--- src/rtl/red_pkg.sv ---
// Shared types and elaboration helpers for the lane-sum reduction unit.
// Latency: none (package only).
// Backpressure: not applicable.
package red_pkg;

    // Reduction control states.
    typedef enum logic [1:0] {
        IDLE  = 2'd0,
        ACCUM = 2'd1,
        DONE  = 2'd2
    } red_state_t;

    // Number of lanes in one operand word.
    function automatic int red_lanes(input int data_w, input int lane_w);
        return data_w / lane_w;
    endfunction

    // Accumulator width: holds MAX_OPS*LANES lanes of full-scale magnitude
    // plus one spare bit so overflow of the DATA_W result is detectable.
    function automatic int red_acc_w(input int data_w, input int lane_w, input int max_ops);
        return data_w + $clog2(max_ops * (data_w / lane_w)) + 1;
    endfunction

    // Width of the signed sum of all lanes of one word.
    function automatic int red_sum_w(input int data_w, input int lane_w);
        return lane_w + $clog2(data_w / lane_w) + 1;
    endfunction

    // Saturation value for a data_w-bit signed result: most negative value
    // when neg is set, most positive otherwise. Caller truncates to its width.
    function automatic logic [63:0] red_saturate(input logic neg, input int data_w);
        logic [63:0] max_pos;
        max_pos = (64'd1 << (data_w - 1)) - 64'd1;
        return neg ? ~max_pos : max_pos;
    endfunction

endpackage

--- src/rtl/red_lane_sum.sv ---
// Combinational sum of all sign-extended LANE_W lanes of one DATA_W word.
// Latency: 0 cycles (pure combinational).
// Backpressure: none; output follows input.
module red_lane_sum
    import red_pkg::*;
#(
    parameter int DATA_W = 16,
    parameter int LANE_W = 8,
    parameter int LANES  = red_lanes(DATA_W, LANE_W),
    parameter int SUM_W  = red_sum_w(DATA_W, LANE_W)
) (
    input  logic [DATA_W-1:0]       i_data,
    output logic signed [SUM_W-1:0] o_sum
);

    logic signed [SUM_W-1:0] w_sum;

    // Add every lane as a two's-complement value, widened before the add.
    always_comb begin
        w_sum = '0;
        for (int i = 0; i < LANES; i++) begin
            w_sum = w_sum + SUM_W'($signed(i_data[i*LANE_W +: LANE_W]));
        end
    end

    assign o_sum = w_sum;

endmodule

--- src/rtl/red_reduce_seq.sv ---
// Multi-cycle signed lane-sum reduction over a programmable number of operands.
// Latency: result valid the cycle after the final operand handshake; 1 operand/cycle.
// Backpressure: result held stable in DONE until out_ready; in_ready low outside ACCUM.
// Optional feature: RED_SAT_EN saturates out_data on overflow instead of wrapping.
module red_reduce_seq
    import red_pkg::*;
#(
    parameter int DATA_W  = 16,
    parameter int LANE_W  = 8,
    parameter int MAX_OPS = 4
) (
    input  logic                          clk,
    input  logic                          rst_n,
    input  logic                          start,
    input  logic [$clog2(MAX_OPS+1)-1:0]  num_ops,
    input  logic                          in_valid,
    output logic                          in_ready,
    input  logic [DATA_W-1:0]             in_data,
    output logic                          out_valid,
    input  logic                          out_ready,
    output logic [DATA_W-1:0]             out_data,
    output logic                          ovf,
    output logic                          busy
);

    localparam int CNT_W = $clog2(MAX_OPS + 1);
    localparam int LANES = red_lanes(DATA_W, LANE_W);
    localparam int ACC_W = red_acc_w(DATA_W, LANE_W, MAX_OPS);
    localparam int SUM_W = red_sum_w(DATA_W, LANE_W);
    localparam int HI_W  = ACC_W - DATA_W + 1;

    red_state_t                r_state;
    logic signed [ACC_W-1:0]   r_acc;
    logic [CNT_W-1:0]          r_remaining;
    logic                      r_in_ready;
    logic                      r_out_valid;
    logic [DATA_W-1:0]         r_out_data;
    logic                      r_ovf;
    logic                      r_busy;

    logic signed [SUM_W-1:0]   w_lane_sum;
    logic signed [ACC_W-1:0]   w_acc_nxt;
    logic [HI_W-1:0]           w_hi;
    logic                      w_ovf;
    logic [DATA_W-1:0]         w_result;
    logic [CNT_W-1:0]          w_ops_clamped;

    red_lane_sum #(
        .DATA_W (DATA_W),
        .LANE_W (LANE_W),
        .LANES  (LANES),
        .SUM_W  (SUM_W)
    ) u_lane_sum (
        .i_data (in_data),
        .o_sum  (w_lane_sum)
    );

    // Next accumulator value and its DATA_W result / overflow, used on the final beat.
    // The sum fits signed DATA_W exactly when all bits from DATA_W-1 upward agree.
    always_comb begin
        w_acc_nxt = r_acc + ACC_W'(w_lane_sum);
        w_hi      = w_acc_nxt[ACC_W-1:DATA_W-1];
        w_ovf     = !((&w_hi) || (~|w_hi));
`ifdef RED_SAT_EN
        w_result  = w_ovf ? DATA_W'(red_saturate(w_acc_nxt[ACC_W-1], DATA_W))
                          : w_acc_nxt[DATA_W-1:0];
`else
        w_result  = w_acc_nxt[DATA_W-1:0];
`endif
        w_ops_clamped = (num_ops > CNT_W'(MAX_OPS)) ? CNT_W'(MAX_OPS) : num_ops;
    end

    // Control FSM with registered handshake outputs, counter, accumulator and result.
    always_ff @(posedge clk or negedge rst_n) begin
        if (!rst_n) begin
            r_state     <= IDLE;
            r_acc       <= '0;
            r_remaining <= '0;
            r_in_ready  <= 1'b0;
            r_out_valid <= 1'b0;
            r_out_data  <= '0;
            r_ovf       <= 1'b0;
            r_busy      <= 1'b0;
        end else begin
            case (r_state)
                IDLE: begin
                    if (start) begin
                        r_acc  <= '0;
                        r_busy <= 1'b1;
                        if (num_ops == '0) begin
                            // Empty reduction: result 0, straight to DONE.
                            r_state     <= DONE;
                            r_remaining <= '0;
                            r_out_valid <= 1'b1;
                            r_out_data  <= '0;
                            r_ovf       <= 1'b0;
                        end else begin
                            r_state     <= ACCUM;
                            r_remaining <= w_ops_clamped;
                            r_in_ready  <= 1'b1;
                        end
                    end
                end
                ACCUM: begin
                    if (in_valid && r_in_ready) begin
                        r_acc       <= w_acc_nxt;
                        r_remaining <= r_remaining - CNT_W'(1);
                        if (r_remaining == CNT_W'(1)) begin
                            r_state     <= DONE;
                            r_in_ready  <= 1'b0;
                            r_out_valid <= 1'b1;
                            r_out_data  <= w_result;
                            r_ovf       <= w_ovf;
                        end
                    end
                end
                DONE: begin
                    // start is deliberately not looked at here; IDLE must be seen first.
                    if (out_ready) begin
                        r_state     <= IDLE;
                        r_out_valid <= 1'b0;
                        r_busy      <= 1'b0;
                    end
                end
                default: begin
                    r_state     <= IDLE;
                    r_in_ready  <= 1'b0;
                    r_out_valid <= 1'b0;
                    r_busy      <= 1'b0;
                end
            endcase
        end
    end

    assign in_ready  = r_in_ready;
    assign out_valid = r_out_valid;
    assign out_data  = r_out_data;
    assign ovf       = r_ovf;
    assign busy      = r_busy;

endmodule

--- config.mk ---
export PLATFORM = sky130hd
export DESIGN_NAME = red_reduce_seq
export DESIGN_NICKNAME = d
export VERILOG_FILES = /design/src/rtl/red_pkg.sv /design/src/rtl/red_lane_sum.sv /design/src/rtl/red_reduce_seq.sv
export SDC_FILE = /design/constraint.sdc
export NUM_CORES = 1
export LEC_CHECK = 0
export CAP_MARGIN = 30
export CORE_ASPECT_RATIO = 1.2
export CORE_MARGIN = 2
export CORE_UTILIZATION = 50
export DETAILED_ROUTE_END_ITERATION = 10
export GPL_TIMING_DRIVEN = 0
export PLACE_DENSITY = 0.74
export SYNTH_ARGS = -nofsm -noshare
export SYNTH_HDL_FRONTEND = slang
export SYNTH_SLANG_ARGS = --single-unit
--- constraint.sdc ---
create_clock -name clk -period 9.8 [get_ports clk]
set_input_delay 1.47 -clock clk [delete_from_list [all_inputs] [get_ports clk]]
set_output_delay 1.47 -clock clk [all_outputs]
set_load 0.03 [all_outputs]
==> results.py <==
metrics = {
    "status": {
        "status": "complete, no violations",
    },
    "timing": {
        "tightest_slew_ns": 0.858,
        "skew_ns": 0.00490,
        "fin_crit_sh": 0.530,
        "max_freq_ghz": 0.192,
        "setup_viol": 0,
        "final-hold-violation-count": 0,
        "slew_headroom": 0.426,
        "rsz0062_at_grt": "false",
        "fin_crit_ns": 5.20,
        "fin_setup_tns_ns": 0,
        "maxSlewViolCount": 0,
    },
    "finish": {
        "stdcell_count": 471,
        "layout.nets": 452,
        "multi_input_area_um2": 2060,
        "drive_gt1_frac": 0.0674,
        "seqCellArea_um2": 1130,
        "final_util": 0.615,
        "n_antenna_cell": 0,
        "syn2layout_area_growth_pct": 20.0,
        "final.fill_count": 561,
    },
    "clock_tree": {
        "clkLatencyLatePin_ns": 0.29,
        "clockBufferDepth": 2,
        "clkTransAtPathRegs_ns": 0.08,
        "cts-resized-gates": 0,
        "numCtsBuffers": 5,
        "cts_tree": "done",
        "cts-root-buf": "clkbuf_8",
        "hold_buffers": 0,
        "htree_levels": 2,
        "cts.sinks": 45,
        "post-cts-setup-buffers": 0,
    },
    "routing": {
        "ant_nets": 0,
        "vias_per_cell": 5.74,
        "first_iter_violations": 105,
        "vias": 2703,
        "wl_per_cell_um": 16.1,
        "wl_mm": 7.59,
        "drc": 0,
        "dr.pass1.iters": 4,
    },
    "worst_setup_path": {
        "crit_buf_inv": 1,
        "cp-start-kind": "primary input",
        "end_kind": "register",
        "required_ns": 9.96,
        "timing.reg2reg.setup_slack_ns": 6.19,
        "worstPathArrival_ns": 5.35,
        "critPathKind": "primary input to register",
        "crit_path_cell_trace": "clkdlybuf4s50_1, fa_1, ha_1, a21oi_1, o21ai_1, a2111oi_0, o41ai_1, xor2_1, a221oi_1, nor4b_1, a211oi_1",
        "crit_slowest_cell": "clkdlybuf4s50_1",
        "crit_fanout": 13,
        "cp_slowest_stage_delay_ns": 1.03,
        "cp_top_family": "compound AO/OA/AOI/OAI gates",
    },
    "floorplanning": {
        "core_um2": 6370,
        "die_y_um": 92.5,
        "initial_utilization": 0.512,
        "std_cell_rows": 32,
        "die_x_um": 77.7,
        "dieArea_um2": 7190,
        "io_pins": 44,
    },
    "place": {
        "place.gp.congestion": 0.839,
        "place_inst": 464,
        "io_buffer_count": 43,
        "hpwl_mm": 6.01,
    },
    "job": {
        "maxCapViolations": 0,
    },
    "synthesis": {
        "syn-num-nets": 400,
        "synthFlopType": "dfrtp_1",
        "ys_warn_count": 0,
        "synth.top_cells.by_count": "nand2_1, dfrtp_1, ha_1, fa_1, o21ai_0",
        "ys_seq_area_frac": 0.345,
        "synth_area_um2": 3260,
        "synth_top_area_share": 0.345,
        "ys_async_sr_fraction": 1.00,
        "synth_cell_type_count": 49,
        "synth_area_per_cell_um2": 9.74,
        "synth-seq-cells": 45,
        "synth_area_leaders": "dfrtp_1, fa_1, ha_1, nand2_1, a22o_1",
        "yosys.area.top_type": "dfrtp_1",
        "synthCells": 335,
        "yosysMostFrequentCell": "nand2_1",
        "synth_edf_count": 0,
    },
    "grt": {
        "grtUsageTotal": 0.222,
        "use_met2": 0.402,
        "busiest_layer": "met2",
        "grt_max_degree": 36,
        "antenna_found_initial": 0,
        "grtUsageMet3": 0.0302,
        "overflow": 0,
        "grt_pass1_vias": 2663,
        "grt_pass1_wl_mm": 12.6,
        "grtUsageMet1": 0.279,
    },
    "power_and_ir_drop": {
        "p_leak_nw": 1.76,
        "vdd_drop_max_mv": 0.175,
        "power_mw": 1.37,
        "power_density_nw_per_um2": 351,
    },
    "min_path": {
        "hold_path.class": "register to register",
    },
}
where the power goes:
group          leakage [nW]  switching [mW]  internal (mW)
clock                0.0399          0.0583         0.0470
sequential            0.573          0.0561          0.263
combinational          1.15           0.563          0.388
worst paths after layout:
check	start	to	depth (start not counted)
setup / recovery	in_data[15]	ovf$_DFFE_PN0P_	11
setup reg to reg	r_acc[1]$_DFFE_PN0P_	ovf$_DFFE_PN0P_	11
min in group asynchronous	rst_n	r_acc[4]$_DFFE_PN0P_	1
hold / removal	out_data[1]$_DFFE_PN0P_	out_data[1]$_DFFE_PN0P_	2
hold reg to reg	out_data[1]$_DFFE_PN0P_	out_data[1]$_DFFE_PN0P_	2
max in group asynchronous	rst_n	ovf$_DFFE_PN0P_	2
per-layer routing:
| metal | vias up | share of wire |
|---|---|---|
| met3 | 8 | 0.037 |
| li1 | 1321 | - |
| met2 | 53 | 0.53 |
| met4 | 0 | 0.012 |
| met1 | 1321 | 0.42 |
| met5 | - | 0 |
cells in the final DEF, fill, tap and decap left out, types with 2 or more instances in the layout:
| cell type | Yosys | final |
|---|---|---|
| a2111oi_0 | 3 | 3 |
| a211oi_1 | 4 | 4 |
| a21o_1 | 6 | 6 |
| a21oi_1 | 17 | 17 |
| a22o_1 | 15 | 15 |
| a31oi_1 | 5 | 5 |
| and2_1 | 4 | 4 |
| and3_1 | 3 | 3 |
| and4_1 | 3 | 3 |
| buf_2 | 2 | 3 |
| clkbuf_1 | 11 | 11 |
| clkbuf_8 | 0 | 5 |
| clkdlybuf4s50_1 | 0 | 42 |
| dfrtp_1 | 45 | 45 |
| fa_1 | 20 | 20 |
| ha_1 | 21 | 21 |
| inv_1 | 7 | 7 |
| mux2_2 | 5 | 5 |
| nand2_1 | 47 | 47 |
| nand2b_1 | 5 | 5 |
| nand3_1 | 9 | 9 |
| nand4_1 | 3 | 3 |
| nor2_1 | 18 | 18 |
| nor2b_1 | 5 | 5 |
| nor3_1 | 11 | 11 |
| nor3b_1 | 2 | 2 |
| nor4_1 | 2 | 2 |
| o21a_1 | 2 | 2 |
| o21ai_0 | 20 | 20 |
| o31ai_1 | 6 | 6 |
| or2_2 | 4 | 4 |
| or3_1 | 2 | 2 |
| xnor2_1 | 2 | 2 |
| xor2_1 | 9 | 9 |
logic make-up after synthesis:
group           share of synthesized area
compound gates                      0.197
xor+xnor                           0.0295
fa+ha+maj                           0.203
buf+inv                            0.0238
flops                               0.345
mux                                0.0173
simple gates                        0.184
worst min-delay path: stages, from the launching register on:
cell	delay [ns]
dfrtp_1	0.35
nand2_1	0.05
nand2_1	0.05
stage by stage:
step | setup WS (ns) | cell area, um^2 | hold slack, ns
after floorplan | 5.38 | 3260 | 0.450
after global placement | 4.34 | 3800 | 0.451
after detailed placement | 4.22 | 3810 | 0.458
after CTS | 4.53 | 3890 | 0.476
after global routing | 4.21 | 3920 | 0.517
final | 4.60 | 3920 | 0.476
state kept, by name, indices dropped and copies added (netlist names):
register and cells:
busy 1, in_ready 1, out_data 16, out_valid 1
ovf 1, r_acc 20, r_remaining 3, r_state 2
layout make-up:
cell class,instances,area share
Multi-Input combinational cell,270,0.526
Sequential cell,45,0.288
Timing Repair Buffer,45,0.121
Tap cell,85,0.0272
Clock buffer,5,0.0176
Buffer,13,0.0131
Inverter,7,0.00671
Clock inverter,1,0.00128
(Power assumes the default switching activity.)
